File: src/rtl/aclk_timegen.sv
// ----------------------------------------------------------------------------
// aclk_timegen
// Time-base generator for the alarm clock. It divides clk into one-cycle
// second strobes, and counts those into one-cycle minute strobes.
//
// Optional feature macro: ACLK_TIMEGEN_PAUSE_EN
//   When defined, the `pause` input is added. While `pause` is high the
//   prescaler and the seconds counter hold, and both strobes stay low.
//   When undefined, the block behaves as if `pause` were tied to 0.
//
// Ports:
//   clk          system clock; all state changes on its rising edge
//   reset        asynchronous active-low reset, clears all state
//   reset_count  synchronous, level-sensitive clear of the time base
//   fast_watch   when 1, one_minute pulses on every second strobe
//   pause        (ACLK_TIMEGEN_PAUSE_EN only) freezes counting
//   one_second   registered one-cycle second strobe
//   one_minute   registered one-cycle minute strobe
//   sec_count    registered seconds value, 0 .. SEC_PER_MIN-1
// ----------------------------------------------------------------------------
module aclk_timegen #(
    parameter int CLK_PER_SEC = 256,
    parameter int SEC_PER_MIN = 60
) (
    input  logic       clk,
    input  logic       reset,
    input  logic       reset_count,
    input  logic       fast_watch,
`ifdef ACLK_TIMEGEN_PAUSE_EN
    input  logic       pause,
`endif
    output logic       one_second,
    output logic       one_minute,
    output logic [5:0] sec_count
);

    localparam int PW = (CLK_PER_SEC > 1) ? $clog2(CLK_PER_SEC) : 1;
    localparam logic [PW-1:0] PRESC_MAX = PW'(CLK_PER_SEC - 1);
    localparam logic [5:0]    SEC_MAX   = 6'(SEC_PER_MIN - 1);

    logic [PW-1:0] presc_q, presc_d;
    logic [5:0]    sec_q, sec_d;
    logic          one_second_q, one_second_d;
    logic          one_minute_q, one_minute_d;
    logic          run;

`ifdef ACLK_TIMEGEN_PAUSE_EN
    assign run = ~pause;
`else
    assign run = 1'b1;
`endif

    // reset_count wins over a coincident terminal count: that strobe is
    // dropped, not deferred. pause only holds; it never clears.
    always_comb begin
        presc_d      = presc_q;
        sec_d        = sec_q;
        one_second_d = 1'b0;
        one_minute_d = 1'b0;
        if (reset_count) begin
            presc_d = '0;
            sec_d   = '0;
        end else if (run) begin
            if (presc_q == PRESC_MAX) begin
                presc_d      = '0;
                one_second_d = 1'b1;
                // The seconds counter wraps the same way in both modes;
                // fast_watch only decides which ticks become minute strobes.
                if (sec_q == SEC_MAX) begin
                    sec_d = '0;
                end else begin
                    sec_d = sec_q + 6'd1;
                end
                one_minute_d = fast_watch | (sec_q == SEC_MAX);
            end else begin
                presc_d = presc_q + {{(PW-1){1'b0}}, 1'b1};
            end
        end
    end

    always_ff @(posedge clk or negedge reset) begin
        if (!reset) begin
            presc_q      <= '0;
            sec_q        <= '0;
            one_second_q <= 1'b0;
            one_minute_q <= 1'b0;
        end else begin
            presc_q      <= presc_d;
            sec_q        <= sec_d;
            one_second_q <= one_second_d;
            one_minute_q <= one_minute_d;
        end
    end

    assign one_second = one_second_q;
    assign one_minute = one_minute_q;
    assign sec_count  = sec_q;

endmodule

File: config.mk
export PLATFORM = sky130hd
export DESIGN_NAME = aclk_timegen
export DESIGN_NICKNAME = d
export VERILOG_FILES = /design/src/rtl/aclk_timegen.sv
export SDC_FILE = /design/constraint.sdc
export NUM_CORES = 1
export LEC_CHECK = 0
export ABC_AREA = 1
export BUFFER_PORTS_ARGS = -buffer_cell sky130_fd_sc_hd__buf_2
export CORE_MARGIN = 2
export CORE_UTILIZATION = 35
export CTS_BUF_LIST = sky130_fd_sc_hd__clkbuf_2
export CTS_CLUSTER_DIAMETER = 40
export CTS_CLUSTER_SIZE = 20
export DETAILED_ROUTE_END_ITERATION = 10
export PLACE_DENSITY = 0.5
export SLEW_MARGIN = 20
export SYNTH_ARGS = -nofsm -noshare
export SYNTH_HDL_FRONTEND = slang
export SYNTH_SLANG_ARGS = --single-unit
File: constraint.sdc
create_clock -name clk -period 1.7 [get_ports clk]
set_clock_uncertainty 0.2 [all_clocks]
set_input_delay 0.17 -clock clk [delete_from_list [all_inputs] [get_ports clk]]
set_output_delay 0.17 -clock clk [all_outputs]
set_load 0.02 [all_outputs]
# Word-level counts from Yosys, hierarchy flattened
# Index checks and enable logic that the tools add are counted.
[classes]
addsub = 2
eq_ne = 2
muxes = 9
bitwise_logic = 1
reduce_logical = 1
[ops]
columns = ["op", "n"]
rows = [
  ["two-way mux 6 bit", 3],
  ["two-way mux 8 bit", 2],
  ["adder 8 x 1 -> 8 bit (second input constant)", 1],
  ["equality test 8 bit (second input constant)", 1],
  ["adder 6 x 1 -> 6 bit (second input constant)", 1],
  ["equality test 6 bit (second input constant)", 1],
  ["two-way mux 1 bit", 4],
  ["nonzero test 2 bit", 1],
  ["OR 1 bit", 1],
]
[totals]
ff_bits = 16
inputBits = 4
out_inout_bits = 8
wordCells = 19

# Longest topological paths before layout
[logic_depth]
depth_word = 4
depth_mapped = 8
ltp_nobuf = 8

# Worst setup path before layout
# No wires, ideal clock.
[synth_path]
path_type = "register to register"
from = "register sec_q[1] (netlist: sec_count[1])"
to = "register sec_q[0] (netlist: sec_count[0])"
setup_ns = 0.122
arrival_time_ns = 1.196
required_ns = 1.378
setup_slack_ns = 0.182
stages_incl_launch_ff = 7
n_path_buf = 0
period_less_slack_ns = 1.518
cell_sequence = "dfrtp_1 > ha_1 > nand3_1 > nor2_1 > inv_1 > nand3_1 > o21ai_1"
[synth_between]
elab_chain_cells = 4
[synth_rtl]
columns = ["element", "line_no", "text"]
rows = [
  ["start, declared", "42", "logic [5:0] sec_q, sec_d;"],
  ["start signal, assigned", "84", "sec_q <= '0;"],
  ["start signal, assigned", "89", "sec_q <= sec_d;"],
  ["equality test 6 bit", "69", "if (sec_q == SEC_MAX) begin"],
  ["two-way mux 6 bit", "69", ""],
  ["two-way mux 6 bit", "64", "if (presc_q == PRESC_MAX) begin"],
  ["two-way mux 6 bit", "60", "if (reset_count) begin"],
]
# No other way between the ends. The select of a mux whose other input is x is not followed.
# A chain may end at the register's enable or synchronous reset.

# Worst setup path in the final report
[layout_path]
from = "register presc_q[0]"
to = "register presc_q[5]"
[layout_between]
elab_chain_cells = 3
elab_cells_between_ends = 4
classes_between = "add/sub (1); eq/ne (1); mux (2)"
[layout_rtl]
columns = ["element", "line_no", "text"]
rows = [
  ["start, declared", "41", "logic [PW-1:0] presc_q, presc_d;"],
  ["start signal, assigned", "88", "presc_q <= presc_d;"],
  ["adder 8 x 1 -> 8 bit / equality test 8 bit (equally long branches)", "76, 64", ""],
  ["two-way mux 8 bit *", "64", ""],
  ["two-way mux 8 bit *", "60", ""],
  ["net presc_d[5]", "41", ""],
]
# Mark *: on every way through the listed nets, which the timed path passes. The rest lies on a longest branch.

==> out/results.txt <==
core box area -> 0.002191 mm²
DRT iter0 DRCs -> 7
CP endpoint -> presc_q[5]$_DFF_PN0_
reg2reg end -> presc_q[5]$_DFF_PN0_
total global-route track usage -> 0.1363
global-route wire length before repair -> 2670 µm
Max Cap Viol -> 0
vias in the first global route -> 631
DRT Pass-1 Iters -> 4
Clock Latency Late Sink -> 0.28 ns
min Tclk post-route -> 1.522 ns
Power Dens Cells -> 617.8 mW/mm²
Hold Violations, Final -> 0
PortBufs -> 11
CTS Sinks -> 16
wire per inst -> 10.73 µm
post-synthesis sequential area ratio -> 0.4969
Post-Syn Nets -> 103
CP max FO -> 7
Syn Std Cell Area -> 805.8 µm²
Pleak -> 0.5169 nW
TritonCTS buffer count -> 3
Slew Limit Headroom -> 0.7510
synthesized area per cell -> 8.307 µm²
synthesis warning total -> 0
Die W -> 51.98 µm
area delta synth->final -> 18.01%
cells after synthesis -> 97
clk buf depth -> 2
initial core utilization -> 0.3678
via count -> 668
Worst-Margin Slew -> 0.3736 ns
Period Utilization, post-route -> 0.8953
fin util -> 0.4340
reg2reg start -> presc_q[0]$_DFF_PN0_
H-tree depth -> 1
post-DP HPWL -> 1123 µm
share of cells above drive strength 1 -> 0.1913
Synth cell types -> 21
Vias/cell -> 4.671
grt ovf -> 0
final setup TNS -> 0 ns
crit end category -> flip-flop
DIE AREA -> 0.002702 mm²
unrepaired setup endpoints after global routing -> no
status -> complete, no violations
HP Class -> in -> async
Clock Pin Slew Worst Setup and Hold Paths -> 0.14 ns
# rows -> 17
Worst Path Arrival -> 1.52 ns
initial antenna violation count -> 0
Post-Route WL -> 1534 µm
CTS root buffer -> clkbuf_2
Final Max Tran Viols -> 0
Placer Congestion -> 0.7351
Startpoint Class -> flip-flop
Die H -> 51.98 µm
DRC Markers -> 0
maximum VDD drop -> 346.5 µV
Critical Path Start -> presc_q[0]$_DFF_PN0_
final setup fails -> 0
worst reg2reg path depth -> 6
io pins -> 12
CTS tree -> done
pin count of the biggest net entering global routing -> 17
n_diodes -> 0
Routed Antenna Nets -> 0
Crit Path Class -> reg -> reg
fin nets -> 123
f_max -> 657.0 MHz
reg2reg setup slack -> 0.18 ns
#FFs+latches synth -> 16
Req. time, crit path -> 1.70 ns
Inst Count DP -> 136
Layout Cells excl Fill -> 143
==> how the worst min path moves through the flow <==
stage | end | slack, ns | cells past startpoint
3_3_place_gp | one_minute$_DFF_PN0_ | -0.1 | 1
3_5_place_dp | one_minute$_DFF_PN0_ | -0.09 | 1
5_1_grt | sec_count[4]$_DFFE_PN0P_ | 0.11 | 2
4_1_cts | one_minute$_DFF_PN0_ | 0.12 | 2
2_1_floorplan | one_minute$_DFF_PN0_ | -0.33 | 0
6_report | sec_count[4]$_DFFE_PN0P_ | 0.13 | 2
==> layer usage <==
layer,global-route usage,vias up,wire (µm)
li1,-,346,-
met1,0.1742,309,740
met2,0.2194,11,731
met3,0.02586,2,48
met4,0.06579,0,13
met5,0,-,0
==> state kept, by name, indices dropped and copies added, names as in the netlist <==
| signal | cells |
|---|---|
| sec_count | 6 |
| presc_q | 8 |
| one_second | 1 |
| one_minute | 1 |
==> metrics by stage <==
step	worst slack, ns	area, µm²	hold WS, ns	power (mW)
after detailed placement	0.1160	895.9	-0.09334	0.4273
after CTS	0.09473	940.9	0.1161	0.5947
after global routing	0.04103	950.9	0.1111	0.6312
after floorplan	0.1822	805.8	-0.3256	0.4095
after global placement	0.09792	895.9	-0.09514	0.4270
final	0.1779	950.9	0.1269	0.5875
==> worst max-delay path, cell delays in order (launching register included) <==
cell,delay (ns)
dfrtp_1,0.41
ha_1,0.21
nand2_1,0.11
nor2_2,0.06
nand2_4,0.11
nand2_2,0.12
nor3_1,0.21
==> repair_timing <==
action	4_1_cts	5_1_grt
gates resized for setup	0	1
buffers inserted	0	1
hold endpoints to repair	21	0
hold buffers	3	0
endpoints found under the setup margin	0	2
==> cell usage in the layout (no fill, tap or decap), drive strengths merged <==
cell / count
inv: 13
nor3: 1
o21bai: 1
nor3b: 1
a31oi: 1
nand4: 2
nor2: 18
xor2: 2
o21a: 1
nand2: 23
ha: 2
dlygate4sd3: 3
clkbuf: 3
nand3: 9
a21oi: 1
and3: 1
buf: 12
dfrtp: 16
o21ai: 5
==> Yosys cell counts <==
cell type,n,area (µm²)
a31oi_1,1,6.260
o21bai_1,1,7.510
a21oi_1,1,5.000
nand2_1,21,78.83
o21ai_0,1,5.000
ha_1,2,25.02
nor2_2,2,12.51
nand2_4,1,11.26
nor2_8,1,20.02
nor3b_1,1,7.510
dfrtp_1,16,400.4
inv_1,13,48.80
xor2_1,2,17.52
o21a_1,1,7.510
nand3_1,9,45.04
nor2_1,15,56.30
nand4_1,2,12.51
nand2_2,1,6.260
o21ai_1,4,20.02
and3_2,1,7.510
nor3_1,1,5.000
==> where the power goes <==
group | internal (mW) | switching (mW)
Clock | 0.0481 | 0.112
Combinational | 0.0144 | 0.0228
Sequential | 0.386 | 0.00347
Total | 0.449 | 0.139
==> cell type report <==
class / count / area, µm²
sequential: 16 / 400.4
fill: 224 / 1240
inverter: 13 / 48.80
timing repair buffer: 15 / 92.59
clock buffer: 3 / 15.01
multi-input combinational: 68 / 359.1
tap: 28 / 35.03
==> cells by family after synthesis <==
kind of cell,share of synthesized area
AO/OA/AOI/OAI,0.06367
AND/OR/NAND/NOR,0.3261
XOR/XNOR,0.02174
flip-flops,0.4969
buffers and inverters,0.06056
adder cells (fa/ha/maj),0.03105
Note: power is estimated with default switching activity, not from simulation.
